==> src/rtl/ax_cycle_budget_ctrl.sv <==
// Cycle-budget controller for approximate regions: free-running counter,
// region begin latch, threshold CSR and saturating budget-expiry counter.
module ax_cycle_budget_ctrl #(
    parameter int          DATA_WIDTH        = 32,
    parameter int          COMMIT_WIDTH      = 2,
    parameter int unsigned DEFAULT_THRESHOLD = 1000,
    parameter int          EXP_CNT_WIDTH     = 16
) (
    input  logic                    clk,
    input  logic                    rst,
    input  logic                    csrWE,
    input  logic                    csrSel,
    input  logic [DATA_WIDTH-1:0]   csrWData,
    output logic [DATA_WIDTH-1:0]   csrRData,
    input  logic [COMMIT_WIDTH-1:0] commitValid,
    input  logic [COMMIT_WIDTH-1:0] commitAxBegin,
    input  logic [COMMIT_WIDTH-1:0] commitAxEnd,
    output logic [DATA_WIDTH-1:0]   cycleCounter,
    output logic [DATA_WIDTH-1:0]   beginCycle,
    output logic [DATA_WIDTH-1:0]   threshold,
    output logic                    regionActive,
    output logic                    budgetExpired
);

    typedef enum logic [1:0] {
        S_IDLE    = 2'd0,
        S_ACTIVE  = 2'd1,
        S_EXPIRED = 2'd2
    } state_t;

    state_t                   state_q;
    state_t                   state_d;
    logic [EXP_CNT_WIDTH-1:0] exp_cnt;
    logic [DATA_WIDTH-1:0]    elapsed;
    logic                     win_begin;
    logic                     win_end;
    logic                     over_budget;
    logic                     exp_inc;
    logic                     exp_clr;

    // Later slots are younger, so the last valid marker in the group wins.
    always_comb begin
        win_begin = 1'b0;
        win_end   = 1'b0;
        for (int i = 0; i < COMMIT_WIDTH; i++) begin
            if (commitValid[i] && (commitAxBegin[i] || commitAxEnd[i])) begin
                win_end   = commitAxEnd[i];
                win_begin = !commitAxEnd[i];
            end
        end
    end

    assign elapsed     = cycleCounter - beginCycle;
    assign over_budget = elapsed > threshold;
    assign exp_clr     = csrWE && csrSel;

    always_comb begin
        state_d = state_q;
        exp_inc = 1'b0;
        if (win_begin) begin
            state_d = S_ACTIVE;
        end else if (win_end) begin
            state_d = S_IDLE;
        end else begin
            unique case (state_q)
                S_ACTIVE: begin
                    if (over_budget) begin
                        state_d = S_EXPIRED;
                        exp_inc = 1'b1;
                    end
                end
                S_IDLE:    state_d = S_IDLE;
                S_EXPIRED: state_d = S_EXPIRED;
                default:   state_d = S_IDLE;
            endcase
        end
    end

    always_ff @(posedge clk or posedge rst) begin
        if (rst) begin
            state_q       <= S_IDLE;
            cycleCounter  <= '0;
            beginCycle    <= '0;
            threshold     <= DATA_WIDTH'(DEFAULT_THRESHOLD);
            regionActive  <= 1'b0;
            budgetExpired <= 1'b0;
        end else begin
            state_q       <= state_d;
            cycleCounter  <= cycleCounter + DATA_WIDTH'(1);
            regionActive  <= state_d != S_IDLE;
            budgetExpired <= state_d == S_EXPIRED;
            if (win_begin) begin
                beginCycle <= cycleCounter;
            end
            if (csrWE && !csrSel) begin
                threshold <= csrWData;
            end
        end
    end

    // A clear in the same cycle as an expiry discards that expiry.
    always_ff @(posedge clk or posedge rst) begin
        if (rst) begin
            exp_cnt <= '0;
        end else if (exp_clr) begin
            exp_cnt <= '0;
        end else if (exp_inc && (exp_cnt != '1)) begin
            exp_cnt <= exp_cnt + EXP_CNT_WIDTH'(1);
        end
    end

    assign csrRData = csrSel ? DATA_WIDTH'(exp_cnt) : threshold;

endmodule

==> config.mk <==
export PLATFORM = sky130hd
export DESIGN_NAME = ax_cycle_budget_ctrl
export DESIGN_NICKNAME = d
export VERILOG_FILES = /design/src/rtl/ax_cycle_budget_ctrl.sv
export SDC_FILE = /design/constraint.sdc
export NUM_CORES = 1
export LEC_CHECK = 0
export BUFFER_PORTS_ARGS = -buffer_cell sky130_fd_sc_hd__buf_2
export CAP_MARGIN = 25
export CORE_MARGIN = 5
export CORE_UTILIZATION = 57
export CTS_BUF_LIST = sky130_fd_sc_hd__clkbuf_4
export CTS_CLUSTER_SIZE = 8
export DETAILED_ROUTE_END_ITERATION = 7
export HOLD_SLACK_MARGIN = 0.05
export PLACE_DENSITY = 0.94
export REMOVE_ABC_BUFFERS = 1
export SKIP_LAST_GASP = 1
export SLEW_MARGIN = 20
export SYNTH_ARGS = -nofsm -noshare
export SYNTH_HDL_FRONTEND = slang
export SYNTH_SLANG_ARGS = --single-unit
export TNS_END_PERCENT = 10
==> constraint.sdc <==
create_clock -name clk -period 7.6 [get_ports clk]
set_input_delay 0.76 -clock clk [delete_from_list [all_inputs] [get_ports clk]]
set_output_delay 0.76 -clock clk [all_outputs]
set_load 0.05 [all_outputs]
==> results.md, run 1 <==
* Status: finished, final reports clean
* Setup WS pre-CTS at 2.50 ns
* Post_cts resized at 0
* Synthesized flop and latch total at 116
* CTS Hold Bufs at 0
* Synth cell types at 67
* Peak Freq at 187 MHz
* R2R depth at 21
* Vias at 6999
* Final setup margin at 2.24 ns
* First-pass GRT wire length at 33100 um
* Pins Over Slew Limit at 0
* Drt first pass iters at 5
* R2R Setup Slk at 2.24 ns
* Initial antenna violation count at 1
* CP max FO at 12
* Warnings, synthesis at 0
* Worst Skew at 0.0214 ns
* Antenna violation net count after detailed routing at 0
* Pwr per Cell Area at 194 nW/um^2
* Total track usage at 0.258
* Die X at between 100 and 150 um
* Slowest-stage cell, CP: a211oi_2
* Static Leak at 4.60 nW
* Clk slew on worst S/H paths at 0.11 ns
* Post-route minimum period at 5.36 ns
* Fillers at 997
* RSZ-0062 raised after global routing: false
* Post-Route WL at 19600 um
* Initial core utilization at 0.573
* P&R area growth vs syn at 17.3%
* Post-synth EDFFs at 0
* Max VDD drop at between 0.1 and 0.15 mV
* Main synth FF type: dfrtp_1
* Final hold vios at 0
* Worst-margin pin slew at 1.01 ns
* Max stage delay on crit path at 0.72 ns
* Top cell type's share of synthesized area at 0.367
* Mean area per synthesized cell at 8.65 sq um
* Average wire per standard cell at 16.1 um
* DR DRC count at 0
* Final setup fails at 0
* Die H at around 120 um
* Critical path endpoint category: flip-flop
* Crit path launch type: flip-flop
* Mapped Cells at 867
* Clock Path Buffers at 2
* Max Cap Viol at 0
* Cell taking the most area after synthesis: dfrtp_1
* Layout cell share with drive strength beyond 1 at 0.224
* Gpl congestion at ~0.98
* TritonCTS Buffers at 17
* Final worst path period share at 0.705
* Initial drt markers at around 530
* Worst EP required at 8.03 ns
* R2R Path End: exp_cnt[9]$_DFFE_PP0P_
* Cell family with most CP delay: compound AO/OA/AOI/OAI gates
* I/O pin total at around 170
* Vias per Instance at around 5.7
* Setup CP Type: flip-flop to flip-flop
* Crit-path cells: inv_1 > ha_1 > inv_1 > fa_1 > a211oi_1 > nor2_1 > o31a_1 > o221a_2 > or2_2 > a31oi_1 > a21oi_1 > xor2_1 > ha_1 > nand2_1 > o21ai_1 > a221o_1 > a211o_1 > o221ai_4 > a211oi_2 > a31oi_1 > a41o_1
* H-tree depth at 4
* FFs w/ async S/R, synth at 1.00
* Max-slew headroom at 0.320
* CTS tree: done
* Fin nets at 1142
* Crit path arrival time at 5.79 ns
* Vias in the first global route at 6780
* Pin count of the biggest net entering global routing at 65
* Core Box Area at 13100 sq um
* TNS Setup at 0 ns
* Min-delay worst type: input pin to asynchronous set/reset pin
* Clock Sinks at between 100 and 150
* Crit path buf inv count at 2
* Clk Latency, worst-skew pair at 0.55 ns
* Netlist Area Pre-Place at ~7500 sq um
* Postcts setup bufs at 0
* Std cell rows at 42
* Reg2reg start: cycleCounter[0]$_DFF_PP0_
* Port buffer count at 171
* Top post-synthesis cells by area: dfrtp_1 37%, ha_1 11%, o21ai_0 6.6%
* Root Buffer: clkbuf_4
* GRT overflow at 0
* Die area at around 16000 sq um
* Seq/Total Area, Yosys at 0.388
* Post-DP HPWL at 15000 um
==> final cells by class <==
type	count	area (sq um)	area share
repair buffers	174	878	0.0998
inverters	83	314	0.0357
multi-input cells	640	4170	0.474
clock inverters	13	164	0.0186
clock buffers	19	143	0.0162
flip-flops and latches	116	2910	0.331
diodes	1	2.50	0.000284
well taps	176	220	0.0250
==> logic make-up (layout without fill, tap and decap cells) <==
logic type | after synthesis | after routing | share of synthesized area
fa+ha+maj | 68 | 68 | 0.114
compound gates | 233 | 233 | 0.197
other cells | 0 | 1 | 0
buf+inv | 111 | 289 | 0.0587
mux | 6 | 6 | 0.00868
flops | 116 | 116 | 0.388
simple gates | 279 | 279 | 0.171
xor+xnor | 54 | 54 | 0.0631
==> cell usage after synthesis, drive strengths merged, types with 3 or more instances <==
master,n
xnor2,38
inv,83
and3,11
and2,3
a21o,13
ha,67
o21bai,4
a211oi,6
o211ai,5
nor2,65
o21ai,100
o31a,4
or3,3
or2,3
xor2,16
clkbuf,22
o22ai,3
nand3,27
dfstp,6
and4,3
a31o,4
buf,6
o21a,8
mux2,4
nor3,11
nand2,123
dfrtp,110
nand4,19
nor2b,4
a31oi,10
a21oi,47
a41o,7
==> worst max-delay path by stage <==
stage | to | from | slack, ns | cells after the start
detailed placement | exp_cnt[9]$_DFFE_PP0P_ | cycleCounter[0]$_DFF_PP0_ | 2.50 | 21
CTS | exp_cnt[9]$_DFFE_PP0P_ | cycleCounter[0]$_DFF_PP0_ | 2.31 | 21
global route | exp_cnt[9]$_DFFE_PP0P_ | cycleCounter[0]$_DFF_PP0_ | 1.96 | 21
global placement | exp_cnt[13]$_DFFE_PP0P_ | cycleCounter[0]$_DFF_PP0_ | 2.73 | 21
finish | exp_cnt[9]$_DFFE_PP0P_ | cycleCounter[0]$_DFF_PP0_ | 2.24 | 21
floorplan | exp_cnt[6]$_DFFE_PP0P_ | cycleCounter[0]$_DFF_PP0_ | 2.76 | 21
==> stage by stage <==
| step | instance area (sq um) | instances | hold slack (ns) | utilization | total power (W) |
|---|---|---|---|---|---|
| after CTS | 8790 | 1221 | 0.287 | 0.672 | 0.00171 |
| after floorplan | 7370 | 839 | 0.535 | - | 0.00108 |
| final | 8800 | 1222 | 0.292 | 0.672 | 0.00171 |
| after global routing | 8800 | 1222 | 0.326 | 0.672 | 0.00179 |
| after global placement | 8480 | 1189 | 0.512 | 0.648 | 0.00120 |
| after detailed placement | 8480 | 1189 | 0.531 | 0.648 | 0.00122 |
==> layer usage <==
| metal | wire (um) | vias up | share of wire | GRT usage |
|---|---|---|---|---|
| li1 | - | 3353 | - | - |
| met2 | 9560 | 263 | 0.49 | 0.421 |
| met5 | 0 | - | 0 | 0 |
| met3 | 1160 | 44 | 0.059 | 0.0553 |
| met1 | 8360 | 3339 | 0.43 | 0.333 |
| met4 | 549 | 0 | 0.028 | 0.110 |
==> cell usage in the layout (no fill, tap or decap), drive strengths merged, types with 3 or more instances in the layout <==
cell	Yosys	final
buf	6	174
nand2	123	123
dfrtp	110	110
o21ai	100	100
inv	83	83
ha	67	67
nor2	65	65
a21oi	47	47
xnor2	38	38
nand3	27	27
clkbuf	22	19
nand4	19	19
xor2	16	16
a21o	13	13
and3	11	11
nor3	11	11
a31oi	10	10
o21a	8	8
a41o	7	7
clkinv	0	7
dfstp	6	6
a211oi	6	6
o211ai	5	5
mux2	4	4
o31a	4	4
o21bai	4	4
bufinv	0	4
a31o	4	4
nor2b	4	4
and2	3	3
and4	3	3
or3	3	3
o22ai	3	3
or2	3	3
==> sequential cells by signal, summed over array words and instances, names as in the netlist <==
signal / count
beginCycle: 32
cycleCounter: 32
threshold: 32
exp_cnt: 16
state_q: 2
budgetExpired: 1
regionActive: 1
==> where the power goes <==
| group | internal [W] | total [W] | leakage [nW] | switching (W) |
|---|---|---|---|---|
| Sequential | 0.000649 | 0.000667 | 1.53 | 0.0000175 |
| Combinational | 0.000165 | 0.000544 | 2.91 | 0.000378 |
| Clock | 0.000261 | 0.000495 | 0.160 | 0.000233 |
Note: power is estimated with default switching activity, not from simulation.
==> run 2, diff against run 1 <==
--- a/config.mk
+++ b/config.mk
@@ -8,12 +8,12 @@
 export BUFFER_PORTS_ARGS = -buffer_cell sky130_fd_sc_hd__buf_2
 export CAP_MARGIN = 25
 export CORE_MARGIN = 5
-export CORE_UTILIZATION = 57
+export CORE_UTILIZATION = 51
 export CTS_BUF_LIST = sky130_fd_sc_hd__clkbuf_4
 export CTS_CLUSTER_SIZE = 8
 export DETAILED_ROUTE_END_ITERATION = 7
 export HOLD_SLACK_MARGIN = 0.05
-export PLACE_DENSITY = 0.94
+export PLACE_DENSITY = 0.89
 export REMOVE_ABC_BUFFERS = 1
 export SKIP_LAST_GASP = 1
 export SLEW_MARGIN = 20
==> constraint.sdc (replaced) <==
create_clock -name clk -period 4.5 [get_ports clk]
set_input_delay 0.45 -clock clk [delete_from_list [all_inputs] [get_ports clk]]
set_output_delay 0.45 -clock clk [all_outputs]
set_load 0.05 [all_outputs]
==> run 2 against run 1 <==
- clock skew decreased by 0.0056 ns
- critical path depth increased by 1
- wire length increased by 8.1%
- the flow now finishes with violations (setup timing)
- largest cell class unchanged
- final cell count increased by 5.8%
==> results.md, run 2 (synthesis results as in run 1) <==
* Status: finished with violations
* Failing checks: setup timing
* Worst-margin pin slew at 0.954 ns (-0.0585 ns)
* Final hold vios at 0 (unchanged)
* Fin nets at 1207 (+5.7%)
* Peak Freq at 218 MHz (+17%)
* Crit path buf inv count at 4 (+2)
* Fin Hold WS at 0.0870 ns (-0.205 ns)
* Pin count of the biggest net entering global routing at 51 (-22%)
* Pwr per Cell Area at 301 nW/um^2 (+55%)
* Most common cell after layout, fill and taps aside: buf_2
* Setup CP Type: flip-flop to flip-flop
* Clk slew on worst S/H paths at 0.11 ns (about the same)
* Static Leak at 4.94 nW (+7.5%)
* Drt first pass iters at 6 (+1)
* Crit-path cells: inv_2 > ha_4 > inv_2 > fa_2 > a211oi_2 > nor2_2 > o31a_1 > o221a_4 > or2_4 > a31oi_4 > a21oi_2 > xor2_1 > ha_1 > nand2_2 > o21ai_2 > a221o_1 > a211o_1 > o221ai_4 > buf_4 > a211oi_4 > buf_4 > a41o_1
* Fillers at 1184 (+19%)
* Slowest-stage cell, CP: dfrtp_1
* Cell family with most CP delay: compound AO/OA/AOI/OAI gates
* GRT overflow at 0 (unchanged)
* Vias in the first global route at 7122 (+5.0%)
* Max-slew headroom at 0.364 (+0.0442)
* Pins Over Slew Limit at 0 (unchanged)
* Top flop regs: beginCycle (32), cycleCounter (32), threshold (32)
* Max stage delay on crit path at 0.40 ns (-0.32 ns)
* Clock Path Buffers at 2 (unchanged)
* Worst Skew at 0.0158 ns (-0.00565 ns)
* Total track usage at 0.240 (-0.0178)
* Final worst path period share at 1.02 (+0.316)
* RSZ-0062 raised after global routing: true
* Std cell rows at 44 (+4.8%)
* Die area at 17200 sq um (+11%)
* Max VDD drop at 0.140 mV (+27%)
* I/O pin total at 172 (unchanged)
* H-tree depth at 4 (unchanged)
* Port buffer count at 171 (unchanged)
* Die X at 131 um (+5.3%)
* Most frequent cells in the layout: 173 x buf_2, 122 x nand2_1, 109 x dfrtp_1, 95 x o21ai_0, 79 x inv_1
* Root Buffer: clkbuf_4
* Final setup margin at -0.0936 ns (-2.34 ns)
* TritonCTS Buffers at 17 (unchanged)
* Clk Latency, worst-skew pair at 0.56 ns (about the same)
* Min-delay worst type: input pin to flip-flop
* CP max FO at 6 (-6)
* Initial drt markers at 710 (+34%)
* Antenna violation net count after detailed routing at 0 (unchanged)
* Worst EP required at 4.95 ns (-3.08 ns)
* Post-Route WL at 21200 um (+8.1%)
* Average wire per standard cell at 16.4 um (+2.2%)
* Max Cap Viol at 0 (unchanged)
* Final setup fails at 12 (+12)
* Initial antenna violation count at 1 (unchanged)
* CTS tree: done
* Vias at 7264 (+3.8%)
* First-pass GRT wire length at 34600 um (+4.4%)
* Vias per Instance at 5.62 (-1.9%)
* Layout cell share with drive strength beyond 1 at 0.286 (+0.0622)
* Critical path endpoint category: flip-flop
* Crit path arrival time at 5.05 ns (-0.74 ns)
* Setup WS pre-CTS at -0.291 ns (-2.79 ns)
* Initial core utilization at 0.518 (-0.0552)
* Post-route minimum period at 4.59 ns (-0.764 ns)
* P&R area growth vs syn at 24.9%
* Die H at 131 um (+5.3%)
* DR DRC count at 0 (unchanged)
* Core Box Area at 14500 sq um (+11%)
* Clock Sinks at 116 (unchanged)
* Post-DP HPWL at 15800 um (+5.0%)
* Gpl congestion at 0.895 (-8.6%)
* Crit path launch type: flip-flop
## run 2: cell types whose count changed in the layout (fill, tap and decap cells not counted), sizes merged
cell	change
buf	+60
dlygate4sd3	+4
bufinv	-3
clkbuf	+3
clkinvlp	-2
a211oi	+1
## run 2: worst paths after layout
path | from | end | slack [ns] | cells past startpoint
min in group asynchronous | rst | cycleCounter[6]$_DFF_PP0_ | 0.47 | 3
min | csrWData[12] | threshold[12]$_DFFE_PP0P_ | 0.09 | 3
min reg2reg | cycleCounter[31]$_DFF_PP0_ | cycleCounter[31]$_DFF_PP0_ | 0.54 | 1
max reg2reg | cycleCounter[0]$_DFF_PP0_ | exp_cnt[11]$_DFFE_PP0P_ | -0.09 | 22
max in group asynchronous | rst | beginCycle[24]$_DFFE_PP0N_ | 3.09 | 4
max | cycleCounter[0]$_DFF_PP0_ | exp_cnt[11]$_DFFE_PP0P_ | -0.09 | 22
## run 2: through the flow
| step | area [sq um] | total power [W] | utilization | setup TNS, ns | std cells |
|---|---|---|---|---|---|
| after global placement | 8820 | 0.00207 | 0.609 | -1.34 | 1241 |
| final | 9370 | 0.00282 | 0.647 | -0.572 | 1293 |
| after CTS | 9240 | 0.00280 | 0.638 | -0.283 | 1281 |
| after global routing | 9370 | 0.00296 | 0.647 | -3.98 | 1293 |
| after detailed placement | 8820 | 0.00210 | 0.609 | -3.51 | 1241 |
| after floorplan | 7370 | 0.00183 | - | -3.97 | 839 |
## run 2: where the power goes
part / switching, W / total, W / internal, W / leakage (nW)
Sequential: 0.0000304 / 0.00113 / 0.00110 / 1.53
Clock: 0.000389 / 0.000679 / 0.000290 / 0.138
Combinational: 0.000674 / 0.00101 / 0.000339 / 3.28
## run 2: cell type report
type,instances,area [sq um],area share
repair buffers,238,1380,0.147
well taps,184,230,0.0246
inverters,83,314,0.0335
diodes,1,2.50,0.000267
multi-input cells,641,4300,0.460
clock inverters,8,62.6,0.00668
flip-flops and latches,116,2910,0.311
clock buffers,22,165,0.0176
## run 2: what timing repair did
action	CTS	global route
endpoints found under the setup margin	18	20
pin swaps	21	24
hold buffers	4	0
setup buffers	6	8
resized for setup	23	16
hold endpoints to repair	34	0
gates cloned	0	1
## run 2: layer usage
layer  vias to the layer above  track usage  routed length (um)
met3                        51       0.0528                1290
met5                         -            0                   0
met4                         0       0.0977                 629
met1                      3487        0.308                9010
met2                       250        0.396               10300
li1                       3476            -                   -
## run 2: worst reg2reg max path, stage by stage (launching register included)
cell      delay [ns]
dfrtp_1         0.40
inv_2           0.08
ha_4            0.13
inv_2           0.03
fa_2            0.34
a211oi_2        0.22
nor2_2          0.08
o31a_1          0.27
o221a_4         0.24
or2_4           0.25
a31oi_4         0.20
a21oi_2         0.07
xor2_1          0.14
ha_1            0.31
nand2_2         0.08
o21ai_2         0.06
a221o_1         0.36
a211o_1         0.30
o221ai_4        0.23
buf_4           0.20
a211oi_4        0.08
buf_4           0.16
a41o_1          0.22
